**src/rtl/axi4l_regs_bank.sv**
```systemverilog
// AXI4-Lite slave register bank with parametrised register count and width.
// Supports read-only status slices, per-register reset values, byte strobes and per-register write pulses.
module axi4l_regs_bank #(
  parameter int unsigned                         ADDR_WIDTH = 32,
  parameter int unsigned                         DATA_WIDTH = 32,
  parameter int unsigned                         NUM_REGS   = 16,
  parameter logic [NUM_REGS-1:0]                 RO_MASK    = '0,
  parameter logic [NUM_REGS*DATA_WIDTH-1:0]      RESET_VALS = '0
) (
  input  logic                                   axi4l_aclk,
  input  logic                                   axi4l_arst,
  input  logic [ADDR_WIDTH-1:0]                  awaddr,
  input  logic                                   awvalid,
  output logic                                   awready,
  input  logic [DATA_WIDTH-1:0]                  wdata,
  input  logic [DATA_WIDTH/8-1:0]                wstrb,
  input  logic                                   wvalid,
  output logic                                   wready,
  output logic [1:0]                             bresp,
  output logic                                   bvalid,
  input  logic                                   bready,
  input  logic [ADDR_WIDTH-1:0]                  araddr,
  input  logic                                   arvalid,
  output logic                                   arready,
  output logic [DATA_WIDTH-1:0]                  rdata,
  output logic [1:0]                             rresp,
  output logic                                   rvalid,
  input  logic                                   rready,
  output logic [NUM_REGS*DATA_WIDTH-1:0]         reg_out,
  input  logic [NUM_REGS*DATA_WIDTH-1:0]         reg_in,
  output logic [NUM_REGS-1:0]                    reg_wr
);

  localparam int unsigned STRB_W  = DATA_WIDTH / 8;
  localparam int unsigned IDX_LSB = (DATA_WIDTH == 64) ? 3 : 2;
  localparam logic [1:0]  RESP_OKAY   = 2'b00;
  localparam logic [1:0]  RESP_SLVERR = 2'b10;

  typedef enum logic [1:0] {W_IDLE, W_ADDR_HELD, W_DATA_HELD, W_RESP} wstate_t;
  typedef enum logic       {R_IDLE, R_DATA} rstate_t;

  wstate_t                 r_wstate;
  rstate_t                 r_rstate;
  logic [ADDR_WIDTH-1:0]   r_awaddr;
  logic [DATA_WIDTH-1:0]   r_wdata;
  logic [STRB_W-1:0]       r_wstrb;
  logic [DATA_WIDTH-1:0]   r_regs [NUM_REGS];

  logic [ADDR_WIDTH-1:0]   w_cmt_addr;
  logic [DATA_WIDTH-1:0]   w_cmt_data;
  logic [STRB_W-1:0]       w_cmt_strb;
  logic [ADDR_WIDTH-1:0]   w_cmt_idx;
  logic [ADDR_WIDTH-1:0]   w_rd_idx;
  logic                    w_commit;
  logic                    w_cmt_in_range;
  logic                    w_rd_in_range;
  logic [NUM_REGS-1:0]     w_cmt_hit;
  logic [DATA_WIDTH-1:0]   w_rd_data;

  // Commit takes whichever half was latched earlier plus the live half.
  assign w_cmt_addr = (r_wstate == W_ADDR_HELD) ? r_awaddr : awaddr;
  assign w_cmt_data = (r_wstate == W_DATA_HELD) ? r_wdata  : wdata;
  assign w_cmt_strb = (r_wstate == W_DATA_HELD) ? r_wstrb  : wstrb;
  assign w_commit   = ((r_wstate == W_IDLE)      && awvalid && wvalid) ||
                      ((r_wstate == W_ADDR_HELD) && wvalid) ||
                      ((r_wstate == W_DATA_HELD) && awvalid);

  assign w_cmt_idx      = w_cmt_addr >> IDX_LSB;
  assign w_rd_idx       = araddr >> IDX_LSB;
  assign w_cmt_in_range = (w_cmt_idx < ADDR_WIDTH'(NUM_REGS));
  assign w_rd_in_range  = (w_rd_idx  < ADDR_WIDTH'(NUM_REGS));

  always_comb begin
    w_cmt_hit = '0;
    w_rd_data = '0;
    for (int i = 0; i < NUM_REGS; i++) begin
      w_cmt_hit[i] = (w_cmt_idx == ADDR_WIDTH'(i));
      if (w_rd_idx == ADDR_WIDTH'(i)) begin
        w_rd_data = RO_MASK[i] ? reg_in[i*DATA_WIDTH +: DATA_WIDTH] : r_regs[i];
      end
    end
  end

  // Register storage and one-cycle write pulses.
  always_ff @(posedge axi4l_aclk or posedge axi4l_arst) begin
    if (axi4l_arst) begin
      reg_wr <= '0;
      for (int i = 0; i < NUM_REGS; i++) begin
        r_regs[i] <= RESET_VALS[i*DATA_WIDTH +: DATA_WIDTH];
      end
    end else begin
      reg_wr <= '0;
      for (int i = 0; i < NUM_REGS; i++) begin
        if (w_commit && w_cmt_hit[i] && !RO_MASK[i]) begin
          reg_wr[i] <= 1'b1;
          for (int k = 0; k < STRB_W; k++) begin
            if (w_cmt_strb[k]) begin
              r_regs[i][k*8 +: 8] <= w_cmt_data[k*8 +: 8];
            end
          end
        end
      end
    end
  end

  // Write channel FSM.
  always_ff @(posedge axi4l_aclk or posedge axi4l_arst) begin
    if (axi4l_arst) begin
      r_wstate <= W_IDLE;
      awready  <= 1'b1;
      wready   <= 1'b1;
      bvalid   <= 1'b0;
      bresp    <= RESP_OKAY;
      r_awaddr <= '0;
      r_wdata  <= '0;
      r_wstrb  <= '0;
    end else begin
      case (r_wstate)
        W_IDLE: begin
          if (awvalid && wvalid) begin
            awready  <= 1'b0;
            wready   <= 1'b0;
            bvalid   <= 1'b1;
            bresp    <= w_cmt_in_range ? RESP_OKAY : RESP_SLVERR;
            r_wstate <= W_RESP;
          end else if (awvalid) begin
            r_awaddr <= awaddr;
            awready  <= 1'b0;
            r_wstate <= W_ADDR_HELD;
          end else if (wvalid) begin
            r_wdata  <= wdata;
            r_wstrb  <= wstrb;
            wready   <= 1'b0;
            r_wstate <= W_DATA_HELD;
          end
        end
        W_ADDR_HELD: begin
          if (wvalid) begin
            wready   <= 1'b0;
            bvalid   <= 1'b1;
            bresp    <= w_cmt_in_range ? RESP_OKAY : RESP_SLVERR;
            r_wstate <= W_RESP;
          end
        end
        W_DATA_HELD: begin
          if (awvalid) begin
            awready  <= 1'b0;
            bvalid   <= 1'b1;
            bresp    <= w_cmt_in_range ? RESP_OKAY : RESP_SLVERR;
            r_wstate <= W_RESP;
          end
        end
        W_RESP: begin
          if (bready) begin
            bvalid   <= 1'b0;
            awready  <= 1'b1;
            wready   <= 1'b1;
            r_wstate <= W_IDLE;
          end
        end
        default: r_wstate <= W_IDLE;
      endcase
    end
  end

  // Read channel FSM; data sampled on the AR edge so a same-edge write is not visible.
  always_ff @(posedge axi4l_aclk or posedge axi4l_arst) begin
    if (axi4l_arst) begin
      r_rstate <= R_IDLE;
      arready  <= 1'b1;
      rvalid   <= 1'b0;
      rdata    <= '0;
      rresp    <= RESP_OKAY;
    end else if (r_rstate == R_IDLE) begin
      if (arvalid) begin
        rdata    <= w_rd_in_range ? w_rd_data : '0;
        rresp    <= w_rd_in_range ? RESP_OKAY : RESP_SLVERR;
        rvalid   <= 1'b1;
        arready  <= 1'b0;
        r_rstate <= R_DATA;
      end
    end else begin
      if (rready) begin
        rvalid   <= 1'b0;
        arready  <= 1'b1;
        r_rstate <= R_IDLE;
      end
    end
  end

  for (genvar g = 0; g < NUM_REGS; g++) begin : g_reg_out
    assign reg_out[g*DATA_WIDTH +: DATA_WIDTH] = RO_MASK[g] ? '0 : r_regs[g];
  end

endmodule

```
**config.mk**
```make
export PLATFORM = sky130hd
export DESIGN_NAME = axi4l_regs_bank
export DESIGN_NICKNAME = d
export VERILOG_FILES = /design/src/rtl/axi4l_regs_bank.sv
export SDC_FILE = /design/constraint.sdc
export NUM_CORES = 2
export LEC_CHECK = 0
export BUFFER_PORTS_ARGS = -buffer_cell sky130_fd_sc_hd__clkbuf_2
export CAP_MARGIN = 0
export CORE_AREA = 2 2 459 461
export DETAILED_ROUTE_END_ITERATION = 16
export DIE_AREA = 0 0 461 463
export PLACE_DENSITY = 0.35
export SLEW_MARGIN = 40
export SYNTH_ARGS = -nofsm -noshare
export SYNTH_HDL_FRONTEND = slang
export SYNTH_SLANG_ARGS = --single-unit
```
**constraint.sdc**
```tcl
create_clock -name axi4l_aclk -period 20.4 [get_ports axi4l_aclk]
set_input_delay 3.06 -clock axi4l_aclk [delete_from_list [all_inputs] [get_ports axi4l_aclk]]
set_output_delay 3.06 -clock axi4l_aclk [all_outputs]
set_load 0.01 [all_outputs]
```
==> impl_metrics.sql <==
INSERT INTO impl_metrics (metric_group, metric, value, unit) VALUES
('clocking', 'gates_resized_cts_repair', '0', ''),
('global_routing', 'antenna_found_initial', '51', ''),
('finish', 'area.growth.synth_to_final', '34.1', '%'),
('clocking', 'ctsHtreeMaxLevel', '3', ''),
('synth', 'ys_seq_area_share', '53.3', '%'),
('setup_path', 'cp_slowest_cell', 'sky130_fd_sc_hd__or4_2', ''),
('clocking', 'cts.reportedPaths.clkPinSlew', '60', 'ps'),
('place', 'place.port_buffers', '669', ''),
('setup_path', 'crit_path_cell_trace', 'clkbuf_2 > or4_2 > nor2_4 > buf_4 > nand2_1 > o21ai_0 > nand4_1 > a21o_1', ''),
('clocking', 'clkSinkCount', '636', ''),
('synth', 'syn-cell-area', '0.0299', 'mm^2'),
('setup_path', 'cp.arrival', '7390', 'ps'),
('finish', 'final_cell_count_no_fill', '5910', ''),
('synth', 'post_synth_arst_share', '100', '%'),
('setup_path', 'critical_path.endpoint_type', 'register', ''),
('drt', 'drt_drc_violations_left', '0', ''),
('synth', 'synth_top_area_cell', 'sky130_fd_sc_hd__dfrtp_1', ''),
('global_routing', 'track_usage', '18.2', '%'),
('floorplanning', 'row_count', '168', ''),
('sta', 'final.setup.tns', '0', 'ps'),
('synth', 'synthMostInstantiatedCell', 'sky130_fd_sc_hd__dfrtp_1', ''),
('global_routing', 'grt_overflow_total', '0', ''),
('clocking', 'clockBufferDepth', '3', ''),
('drt', 'drt_pre_antenna_iters', '5', ''),
('floorplanning', 'core_area', '0.209', 'mm^2'),
('place', 'instance_count_after_placement_with_tap_cells_included', '5736', ''),
('run_status', 'outcome', 'completed', ''),
('sta', 'final.period_utilization', '33.3', '%'),
('floorplanning', 'fp.dieArea', '0.213', 'mm^2'),
('setup_path', 'critical_path.startpoint_type', 'input port', ''),
('floorplanning', 'design.portCount', '1188', ''),
('drt', 'viasPerCell', '4.09', ''),
('finish', 'design.final.nets', '3644', ''),
('sta', 'worst_slew_pin_slew', '857', 'ps'),
('sta', 'hold-worst-slack', '481', 'ps'),
('finish', 'final_cell_area', '0.0400', 'mm^2'),
('drt', 'vias', '24200', ''),
('setup_path', 'worst_ep_required_time', '20990', 'ps'),
('pwr', 'worst_vdd_ir', '0.0000614', 'V'),
('sta', 'finalHoldViolCount', '0', ''),
('floorplanning', 'start_util', '14.3', '%'),
('pwr', 'power_leakage', '18.9', 'nW'),
('drt', 'drt_iter0_markers', '1525', ''),
('setup_path', 'worst-path-max-fanout', '20', ''),
('finish', 'postLayoutCoreUtil', '19.2', '%'),
('synth', 'yosysTopAreaCellShare', '53.0', '%'),
('hold_path', 'min_path_type', 'register to register', ''),
('clocking', 'clock_tree.root_cell', 'sky130_fd_sc_hd__clkbuf_16', ''),
('sta', 'max-slew-margin-rel', '42.3', '%'),
('global_routing', 'number_of_global_route_vias_before_repair', '24500', ''),
('clocking', 'cts_inserted_buffers', '85', ''),
('clocking', 'clk_latency', '730', 'ps'),
('clocking', 'tritoncts', 'built', ''),
('clocking', 'cts_post_setup_buffers_inserted', '0', ''),
('global_routing', 'grt_first_pass_wirelength', '258', 'mm'),
('synth', 'synth_top_cells_by_area', 'sky130_fd_sc_hd__dfrtp_1, sky130_fd_sc_hd__mux2_2, sky130_fd_sc_hd__nor2_4', ''),
('synth', 'netlist_instances', '2314', ''),
('finish', 'drive_above_1_share', '54.3', '%'),
('finish', 'layout.filler_cells', '23000', ''),
('setup_path', 'max_incr_delay_on_cp', '960', 'ps'),
('synth', 'synth_cell_type_count', '79', ''),
('synth', 'post_synth.cell_area_avg', '12.9', 'um^2'),
('place', 'detailed_place_hpwl', '156', 'mm'),
('synth', 'leading_post_synthesis_cells_by_instance_count', 'sky130_fd_sc_hd__dfrtp_1, sky130_fd_sc_hd__mux2_2, sky130_fd_sc_hd__nor2_1', ''),
('drt', 'route.antenna.remaining_nets', '0', ''),
('clocking', 'total_of_hold_buffers_inserted_after_clock_tree_synthesis', '0', ''),
('flow_run', 'maxCapViolCount', '0', ''),
('drt', 'routed_wire_length_per_instance', '33.7', 'um'),
('synth', 'number_of_storage_elements_in_the_synthesis_netlist', '636', ''),
('pwr', 'powerDensity', '87.5', 'mW/mm^2'),
('place', 'placed_standard_cell_area', '0.0372', 'mm^2');
-- stage by stage --
step,setup slack [ps],power (mW)
6_report,13610,3.50
5_1_grt,13600,3.65
4_1_cts,13530,3.58
3_3_place_gp,12460,2.01
3_5_place_dp,12750,2.02
2_1_floorplan,8660,1.72
-- final timing paths --
path                              from  slack (ps)  cells past startpoint      endpoint
setup / recovery             araddr[9]       13610                      8     rdata[25]
hold / removal               rdata[24]         480                      2     rdata[24]
setup reg to reg           r_wstate[1]       16210                     10  reg_out[377]
hold reg to reg              rdata[24]         480                      2     rdata[24]
max in group asynchronous   axi4l_arst       15910                      6     rdata[31]
min in group asynchronous   axi4l_arst        2350                      2   r_awaddr[3]
-- metal layers --
| metal | GRT usage [%] | wire [um] |
|---|---|---|
| met4 | 4.17 | 4160 |
| met3 | 6.36 | 18100 |
| met5 | 0 | 84 |
| met1 | 24.1 | 88600 |
| met2 | 28.3 | 88500 |
-- layout by cell type, fill, tap and decap left out, drive strengths merged, types with 13 or more instances in the layout --
master / netlist / routed
clkbuf: 80 / 789
dfrtp: 633 / 633
mux2: 630 / 630
nor2: 154 / 154
buf: 66 / 97
o21ai: 87 / 87
nand2: 76 / 76
a21oi: 65 / 65
a221oi: 36 / 36
o22ai: 36 / 36
a22oi: 35 / 35
inv: 30 / 33
o221ai: 29 / 29
nand3: 29 / 29
nor4: 29 / 29
mux2i: 27 / 27
nor3: 26 / 26
a2bb2oi: 24 / 24
diode: 0 / 21
clkinv: 0 / 19
a22o: 17 / 17
or2: 17 / 17
nand4: 15 / 15
o31ai: 13 / 13
-- report_power, final --
part	internal, mW	total, mW	switching (mW)	leakage [nW]
registers	1.34	1.38	0.0425	8.70
logic	0.155	0.591	0.435	8.86
clock network	0.884	1.53	0.647	1.36
-- cells by family after synthesis --
group	share of synthesized area [%]
flops	53.3
other cells	0.0126
buf+inv	2.51
mux	24.9
fa+ha+maj	0.209
compound gates	10.4
simple gates	8.69
-- final cells by class --
type	instances	area, um^2	share of cell area [%]
sequential	636	15900	39.8
multi-input combinational	1503	13500	33.7
timing repair buffer	764	4150	10.4
tap	2805	3510	8.77
clock buffer	122	2440	6.09
clock inverter	29	338	0.844
inverter	30	116	0.291
antenna	21	52.6	0.131
-- flip-flops by register name, summed over array words and instances (netlist names) --
signal and flops:
bresp 1, reg_wr 16, reg_out 512, r_awaddr 30, r_wstrb 4, r_wdata 32
wready 1, r_rstate 1, rdata 32, rvalid 1, awready 1, rresp 1
bvalid 1, arready 1, r_wstate 2
-- worst max-delay path: cells and delay by family --
| kind | cells | cell delay (ps) |
|---|---|---|
| and+or+nand+nor | 4 | 2510 |
| AOI/OAI and AO/OA | 2 | 1110 |
| buffers and inverters | 2 | 630 |
(Power assumes the default switching activity.)
